`src/rtl/gc_evaluator.sv`:
```
// Garbled-circuit evaluator: walks a netlist gate by gate, free-XOR for XOR gates and half-gate AND
// using a streamed garbled table and an external hash engine. Define GC_EVAL_OUTSTREAM_EN for a result stream.
module gc_evaluator #(
  parameter int S          = 20,
  parameter int K          = 128,
  // number of circuit input wires; gate outputs follow them in the wire numbering
  parameter int NUM_INPUTS = 2
) (
  input  logic           clk,
  input  logic           rst,
  input  logic           start,
  input  logic [S-1:0]   num_gates,
  output logic           done,
  output logic           error,
  output logic [S-1:0]   gid,
  input  logic [S-1:0]   in0,
  input  logic [S-1:0]   in1,
  input  logic [3:0]     g_logic,
  output logic [S-1:0]   lbl_rd_addr0,
  output logic [S-1:0]   lbl_rd_addr1,
  input  logic [K-1:0]   lbl_rd_data0,
  input  logic [K-1:0]   lbl_rd_data1,
  output logic           lbl_wr_en,
  output logic [S-1:0]   lbl_wr_addr,
  output logic [K-1:0]   lbl_wr_data,
  input  logic           gt_valid,
  output logic           gt_ready,
  input  logic [2*K-1:0] gt_data,
  output logic           h_req_valid,
  input  logic           h_req_ready,
  output logic [K-1:0]   h_req_lbl0,
  output logic [K-1:0]   h_req_lbl1,
  output logic [S:0]     h_req_tweak0,
  output logic [S:0]     h_req_tweak1,
`ifdef GC_EVAL_OUTSTREAM_EN
  output logic           out_valid,
  output logic [S-1:0]   out_gid,
  output logic [K-1:0]   out_label,
`endif
  input  logic           h_rsp_valid,
  input  logic [K-1:0]   h_rsp_data0,
  input  logic [K-1:0]   h_rsp_data1
);

  localparam logic [3:0] XOR_TT = 4'b0110;
  localparam logic [3:0] AND_TT = 4'b1000;

  typedef enum logic [3:0] {
    IDLE, FETCH, READ, WAIT_GT, HASH_REQ, HASH_RSP, WRITE, DONE, ERR
  } state_t;

  state_t       state, state_next;
  logic [S-1:0] ng;
  logic [K-1:0] wa, wb, wc, tg, te;
  logic         last_gate;

  assign last_gate = (gid == ng - S'(1));

  always_ff @(posedge clk or posedge rst) begin
    if (rst) state <= IDLE;
    else     state <= state_next;
  end

  always_comb begin
    state_next = state;
    case (state)
      IDLE, ERR: if (start) state_next = (num_gates == '0) ? DONE : FETCH;
      FETCH:     state_next = READ;
      READ: begin
        if (g_logic == XOR_TT)      state_next = WRITE;
        else if (g_logic == AND_TT) state_next = WAIT_GT;
        else                        state_next = ERR;
      end
      WAIT_GT:   if (gt_valid)    state_next = HASH_REQ;
      HASH_REQ:  if (h_req_ready) state_next = HASH_RSP;
      HASH_RSP:  if (h_rsp_valid) state_next = WRITE;
      WRITE:     state_next = last_gate ? DONE : FETCH;
      DONE:      state_next = IDLE;
      default:   state_next = IDLE;
    endcase
  end

  // Half-gate AND: the select bits are the lsb of each input label (point-and-permute).
  always_ff @(posedge clk or posedge rst) begin
    if (rst) begin
      gid <= '0;
      ng  <= '0;
      wa  <= '0;
      wb  <= '0;
      wc  <= '0;
      tg  <= '0;
      te  <= '0;
    end else begin
      case (state)
        IDLE, ERR: begin
          if (start) begin
            ng  <= num_gates;
            gid <= '0;
          end
        end
        READ: begin
          wa <= lbl_rd_data0;
          wb <= lbl_rd_data1;
          if (g_logic == XOR_TT) wc <= lbl_rd_data0 ^ lbl_rd_data1;
        end
        WAIT_GT: begin
          if (gt_valid) begin
            tg <= gt_data[K-1:0];
            te <= gt_data[2*K-1:K];
          end
        end
        HASH_RSP: begin
          if (h_rsp_valid)
            wc <= h_rsp_data0 ^ (wa[0] ? tg : '0) ^ h_rsp_data1 ^ (wb[0] ? (te ^ wa) : '0);
        end
        WRITE: begin
          if (!last_gate) gid <= gid + S'(1);
        end
        default: ;
      endcase
    end
  end

  assign done         = (state == DONE);
  assign error        = (state == ERR);
  assign gt_ready     = (state == WAIT_GT);
  assign h_req_valid  = (state == HASH_REQ);
  assign lbl_wr_en    = (state == WRITE);

  assign lbl_rd_addr0 = in0 + S'(2);
  assign lbl_rd_addr1 = in1 + S'(2);
  assign lbl_wr_addr  = S'(NUM_INPUTS) + S'(2) + gid;
  assign lbl_wr_data  = wc;

  assign h_req_lbl0   = wa;
  assign h_req_lbl1   = wb;
  assign h_req_tweak0 = {gid, 1'b0};
  assign h_req_tweak1 = {gid, 1'b1};

`ifdef GC_EVAL_OUTSTREAM_EN
  assign out_valid = lbl_wr_en;
  assign out_gid   = gid;
  assign out_label = wc;
`endif

endmodule

```
`config.mk`:
```
export PLATFORM = sky130hd
export DESIGN_NAME = gc_evaluator
export DESIGN_NICKNAME = d
export VERILOG_FILES = /design/src/rtl/gc_evaluator.sv
export SDC_FILE = /design/constraint.sdc
export NUM_CORES = 2
export LEC_CHECK = 0
export CORE_AREA = 2 2 526 528
export DETAILED_ROUTE_END_ITERATION = 10
export DIE_AREA = 0 0 528 530
export MAX_ROUTING_LAYER = met4
export PLACE_DENSITY = 0.35
export SETUP_SLACK_MARGIN = 0.2
export SLEW_MARGIN = 20
export SYNTH_ARGS = -nofsm -noshare
export SYNTH_HDL_FRONTEND = slang
export SYNTH_SLANG_ARGS = --single-unit
```
`constraint.sdc`:
```
create_clock -name clk -period 29.5 [get_ports clk]
set_input_delay 4.425 -clock clk [delete_from_list [all_inputs] [get_ports clk]]
set_output_delay 4.425 -clock clk [all_outputs]
set_load 0.01 [all_outputs]
```
Word-level counts from Yosys, hierarchy flattened --
Index checks and enable logic that the tools add are counted.
Word-level totals: word-level logic and storage cells 62, output and inout port bits 511, input port bits 838, register bits 684
Cells by class: bitwise gates (word level) 5, reduce and logical (&&, ||, !) cells 10, add/subtract/negate cells 5, equal/unequal tests 17, mux-type cells 17
Operators with widths (number):
- $xor A128 B128 Y128 | 5
- $mux W128 | 4
- $pmux W128 S2 | 1
- $add A20 B2 Y20 const B | 2
- $mux W20 | 2
- $pmux W20 S2 | 1
- $pmux W4 S7 | 1
- $mux W4 | 6
- $add A20 B1 Y20 const B | 1
- $add A3 B20 Y20 const A | 1
- $eq A20 B20 Y1 | 1
- $eq A4 B3 Y1 const B | 5
- $logic_not A20 Y1 | 1
- $sub A20 B1 Y20 const B | 1
- $ne A2 B2 Y1 const B | 5
- $eq A4 B2 Y1 const B | 2
- $eq A4 B4 Y1 const B | 2
- $mux W3 | 2
- $reduce_and A3 Y1 | 2
- $eq A4 B1 Y1 const B | 1
- $logic_not A4 Y1 | 1
- $reduce_and A2 Y1 | 2
- $reduce_and A4 Y1 | 1
- $reduce_bool A2 Y1 | 2
- other kinds (2) | 2

Depth between registers and ports, before layout --
depth in word-level cells 6, gate-level depth with buffers 13

Worst setup path after synthesis --
No wires, ideal clock.
path kind in2out, from input port in0[4], to output port lbl_rd_addr0[14], data arrival time 5.589 ns, required time 25.075 ns, stages on the path 6, path buffers 0, path slack 19.486 ns, cell sequence and3_1 -> nand2_1 -> or3_1 -> nor2_1 -> nand3_1 -> xnor2_1
On the way: word-level cells in the longest chain between the ends 1
Ends and longest elaborated chain:
- start, declared | line 16 | input logic [S-1:0] in0,
- $add A20 B2 Y20 | line 130 | assign lbl_rd_addr0 = in0 + S'(2);
- end, declared | line 19 | output logic [S-1:0] lbl_rd_addr0,
Every way passes these cells.

Worst setup path after layout --
from input port in1[4], to output port lbl_rd_addr1[12]
On the way: word-level cells in the longest chain between the ends 1
Ends and longest elaborated chain:
- start, declared | line 17 | input logic [S-1:0] in1,
- $add A20 B2 Y20 | line 131 | assign lbl_rd_addr1 = in1 + S'(2);
- end, declared | line 20 | output logic [S-1:0] lbl_rd_addr1,
Every way passes these cells.

==> insert_results.sql <==
INSERT INTO impl_metrics (metric_group, metric, value, unit) VALUES
('clock_network', 'clkLatencyLatePin', '0.72', 'ns'),
('clock_network', 'post_cts_resized', '0', ''),
('sta', 'finalCritPeriodShare', '39.6', '%'),
('detailed_routing', 'antenna_violating_nets_post_route', '0', ''),
('worst_setup_path', 'crit_fanout', '6', ''),
('power_and_ir_drop', 'power_frac_seq', '32.1', '%'),
('worst_setup_path', 'critical-path-top-delay-family', 'buffers and inverters', ''),
('floorplanning', 'floorplan.initialDensity', '12.9', '%'),
('layout', 'multi_input_comb_area', '17300', 'um2'),
('detailed_routing', 'vias', '29100', ''),
('synthesis', 'yosys_register_bits', '684', ''),
('worst_setup_path', 'timing.critical_path.required', '25.08', 'ns'),
('layout', 'filler_cell_count', '29900', ''),
('global_route', 'grt_pass1_vias', '30800', ''),
('sta', 'clock-skew-final', '0.0400', 'ns'),
('power_and_ir_drop', 'netSwitchingFraction', '38.7', '%'),
('clock_network', 'postCtsSetupBuffers', '0', ''),
('synthesis', 'synth_area_per_cell', '10.9', 'um2'),
('synthesis', 'syn-instance-count', '3258', ''),
('power_and_ir_drop', 'clock_power_share', '22.8', '%'),
('worst_setup_path', 'buffers_inverters_on_critical_path', '2', ''),
('detailed_routing', 'post_route_drc_violation_count', '0', ''),
('worst_setup_path', 'launching_element_of_the_worst_setup_path', 'in1[4]', ''),
('sta', 'rsz0062_at_grt', 'false', ''),
('placed_design', 'placed_wire_length_estimate', '174000', 'um'),
('layout', 'layout.nets', '5374', ''),
('floorplanning', 'fp-row-count', '193', ''),
('sta', 'timing.fmax', '0.0856', 'GHz'),
('power_and_ir_drop', 'power_frac_comb', '45.1', '%'),
('job', 'drv.max_cap_violation_count', '0', ''),
('layout', 'post_route_cells_drive_above_1_share', '15.9', '%'),
('global_route', 'grt_start_max_net_pins', '81', ''),
('worst_setup_path', 'worst_path_max_stage_delay', '0.65', 'ns'),
('min_path', 'min_delay_path_class', 'reg -> reg', ''),
('worst_setup_path', 'worstPathCellList', 'clkdlybuf4s50_1, nand3_1, nor2_1, nand2_1, nor2_1, nand2_1, xnor2_1, clkdlybuf4s50_1', ''),
('clock_network', 'max-clock-path-buffers', '3', ''),
('layout', 'layout_commonest_cell', 'clkdlybuf4s50_1', ''),
('synthesis', 'synth_enable_flop_cells', '0', ''),
('detailed_routing', 'initialDrtViolationCount', '1081', ''),
('clock_network', 'cts.clk_slew.worst_paths', '0.06', 'ns'),
('worst_setup_path', 'critical_path.startpoint_type', 'primary input', ''),
('floorplanning', 'design.core.area', '275000', 'um2'),
('power_and_ir_drop', 'pwr_dens', '96.6', 'nW/um2'),
('power_and_ir_drop', 'power_switching', '2100', 'uW'),
('sta', 'timing_worst_slew_pin_value', '0.914', 'ns'),
('worst_setup_path', 'timing.critical_path.to', 'lbl_rd_addr1[12]', ''),
('run_status', 'status', 'finished, final reports clean', ''),
('global_route', 'grt_usage', '15.3', '%'),
('worst_setup_path', 'r2r_setup_slack', '25.10', 'ns'),
('synthesis', 'yosys.cell_types.count', '64', ''),
('layout', 'most-common-layout-cells', 'clkdlybuf4s50_1, dfrtp_1, nand2_1, mux2_2, xnor2_1', ''),
('global_route', 'grt_overflow', '0', ''),
('detailed_routing', 'viasPerCell', '3.50', ''),
('worst_setup_path', 'worst-path-stages', '8', ''),
('layout', 'flip_flop_and_latch_area', '17100', 'um2'),
('clock_network', 'ctsRootBufferMaster', 'clkbuf_16', ''),
('clock_network', 'clock_sinks', '684', ''),
('synthesis', 'synth_warnings', '0', ''),
('placed_design', 'cell_area_reported_after_detailed_placement', '52800', 'um2'),
('worst_setup_path', 'worstReg2RegStart', 'state[0]', ''),
('power_and_ir_drop', 'total_leakage_power', '0.0221', 'uW'),
('worst_setup_path', 'cpMaxStageDelayCell', 'clkdlybuf4s50_1', ''),
('sta', 'fin_tns_setup', '0', 'ns'),
('detailed_routing', 'wire_per_inst', '25.8', 'um'),
('clock_network', 'number_of_clock_buffers_inserted_by_tritoncts', '98', ''),
('power_and_ir_drop', 'internal_power', '3330', 'uW'),
('synthesis', 'synthFlopType', 'dfrtp_1', ''),
('sta', 'final-hold-violation-count', '0', ''),
('clock_network', 'ctsHoldBuffers', '0', ''),
('floorplanning', 'die-width', '528', 'um'),
('global_route', 'antenna_found_initial', '107', '');
-- synthesized netlist by cell type (all sizes together) (18+ instances only) --
master	n	area, um2
xor2	275	2410
dfrtp	684	17100
nor2	38	145
o21ai	271	1360
buf	56	418
xnor2	438	3840
a21oi	18	90.1
clkbuf	156	586
nand3	27	135
mux2	511	5750
nand2	610	2290
-- power by group through the flow --
stage | registers (uW) | logic, uW | clock network [uW]
floorplan | 1750 | 1170 | 0
global placement | 1760 | 2510 | 0
detailed placement | 1770 | 2520 | 0
CTS | 1760 | 2530 | 1310
global route | 1810 | 2650 | 1330
finish | 1750 | 2450 | 1240
-- cell type report --
type / instances / area share [%]
clock buffers: 145 / 5.01
flip-flops and latches: 684 / 30.4
multi-input cells: 2348 / 30.8
inverters: 14 / 0.107
repair buffers: 1385 / 24.5
clock inverters: 37 / 0.865
diodes: 77 / 0.342
well taps: 3607 / 8.02
-- worst reg2reg max path: stages, from the launching register on --
cell and delay, ns:
dfrtp_1 0.51, nand2b_1 0.17, nor3_2 0.06, and4b_1 0.25
a21oi_4 0.26, buf_4 0.57, buf_4 0.71, buf_4 0.69
buf_4 0.71, o21ai_0 0.30
-- registers in the layout (all words and copies together), names as in the netlist --
name and cells:
gid 20, h_req_lbl0 128, h_req_lbl1 128, lbl_wr_data 128
ng 20, state 4, te 128, tg 128
-- per-stage QoR --
| step | total power, uW | std cells | hold slack (ns) | setup WS (ns) | util, % |
|---|---|---|---|---|---|
| 5_1_grt | 5800 | 8288 | 0.507 | 17.62 | 20.5 |
| 4_1_cts | 5600 | 8220 | 0.484 | 17.93 | 20.4 |
| 6_report | 5440 | 8297 | 0.477 | 17.82 | 20.5 |
| 3_5_place_dp | 4290 | 8038 | 0.470 | 17.93 | 19.2 |
| 2_1_floorplan | 2920 | 3258 | 0.465 | 5.90 | - |
| 3_3_place_gp | 4270 | 8038 | 0.465 | 17.82 | 19.2 |
-- worst min path at each step --
| stage | start | end | slack [ns] | cells past startpoint |
|---|---|---|---|---|
| 6_report | lbl_wr_data[95] | lbl_wr_data[95] | 0.48 | 2 |
| 5_1_grt | lbl_wr_data[78] | lbl_wr_data[78] | 0.51 | 2 |
| 4_1_cts | lbl_wr_data[127] | lbl_wr_data[127] | 0.48 | 2 |
| 3_5_place_dp | lbl_wr_data[127] | lbl_wr_data[127] | 0.47 | 2 |
| 3_3_place_gp | lbl_wr_data[69] | lbl_wr_data[69] | 0.46 | 2 |
| 2_1_floorplan | ng[19] | ng[19] | 0.47 | 2 |
-- logic make-up after synthesis --
| kind of cell | count (synthesis) | synth area share, % |
|---|---|---|
| xor gates and xnor gates | 713 | 17.6 |
| muxes | 520 | 16.5 |
| buffers and inverters | 226 | 2.98 |
| DFF | 684 | 48.3 |
| other | 2 | 0.0212 |
| adders and majority gates | 5 | 0.177 |
| and+or+nand+nor | 780 | 9.44 |
| AOI/OAI and AO/OA | 328 | 4.97 |
-- per-layer routing --
layer	up-vias	track usage, %	share of wire, %
met5	-	-	0
met3	176	5.61	9.0
met4	0	2.36	1.4
li1	13500	-	-
met1	14300	18.3	42
met2	1055	24.9	47
(Power assumes the default switching activity.)
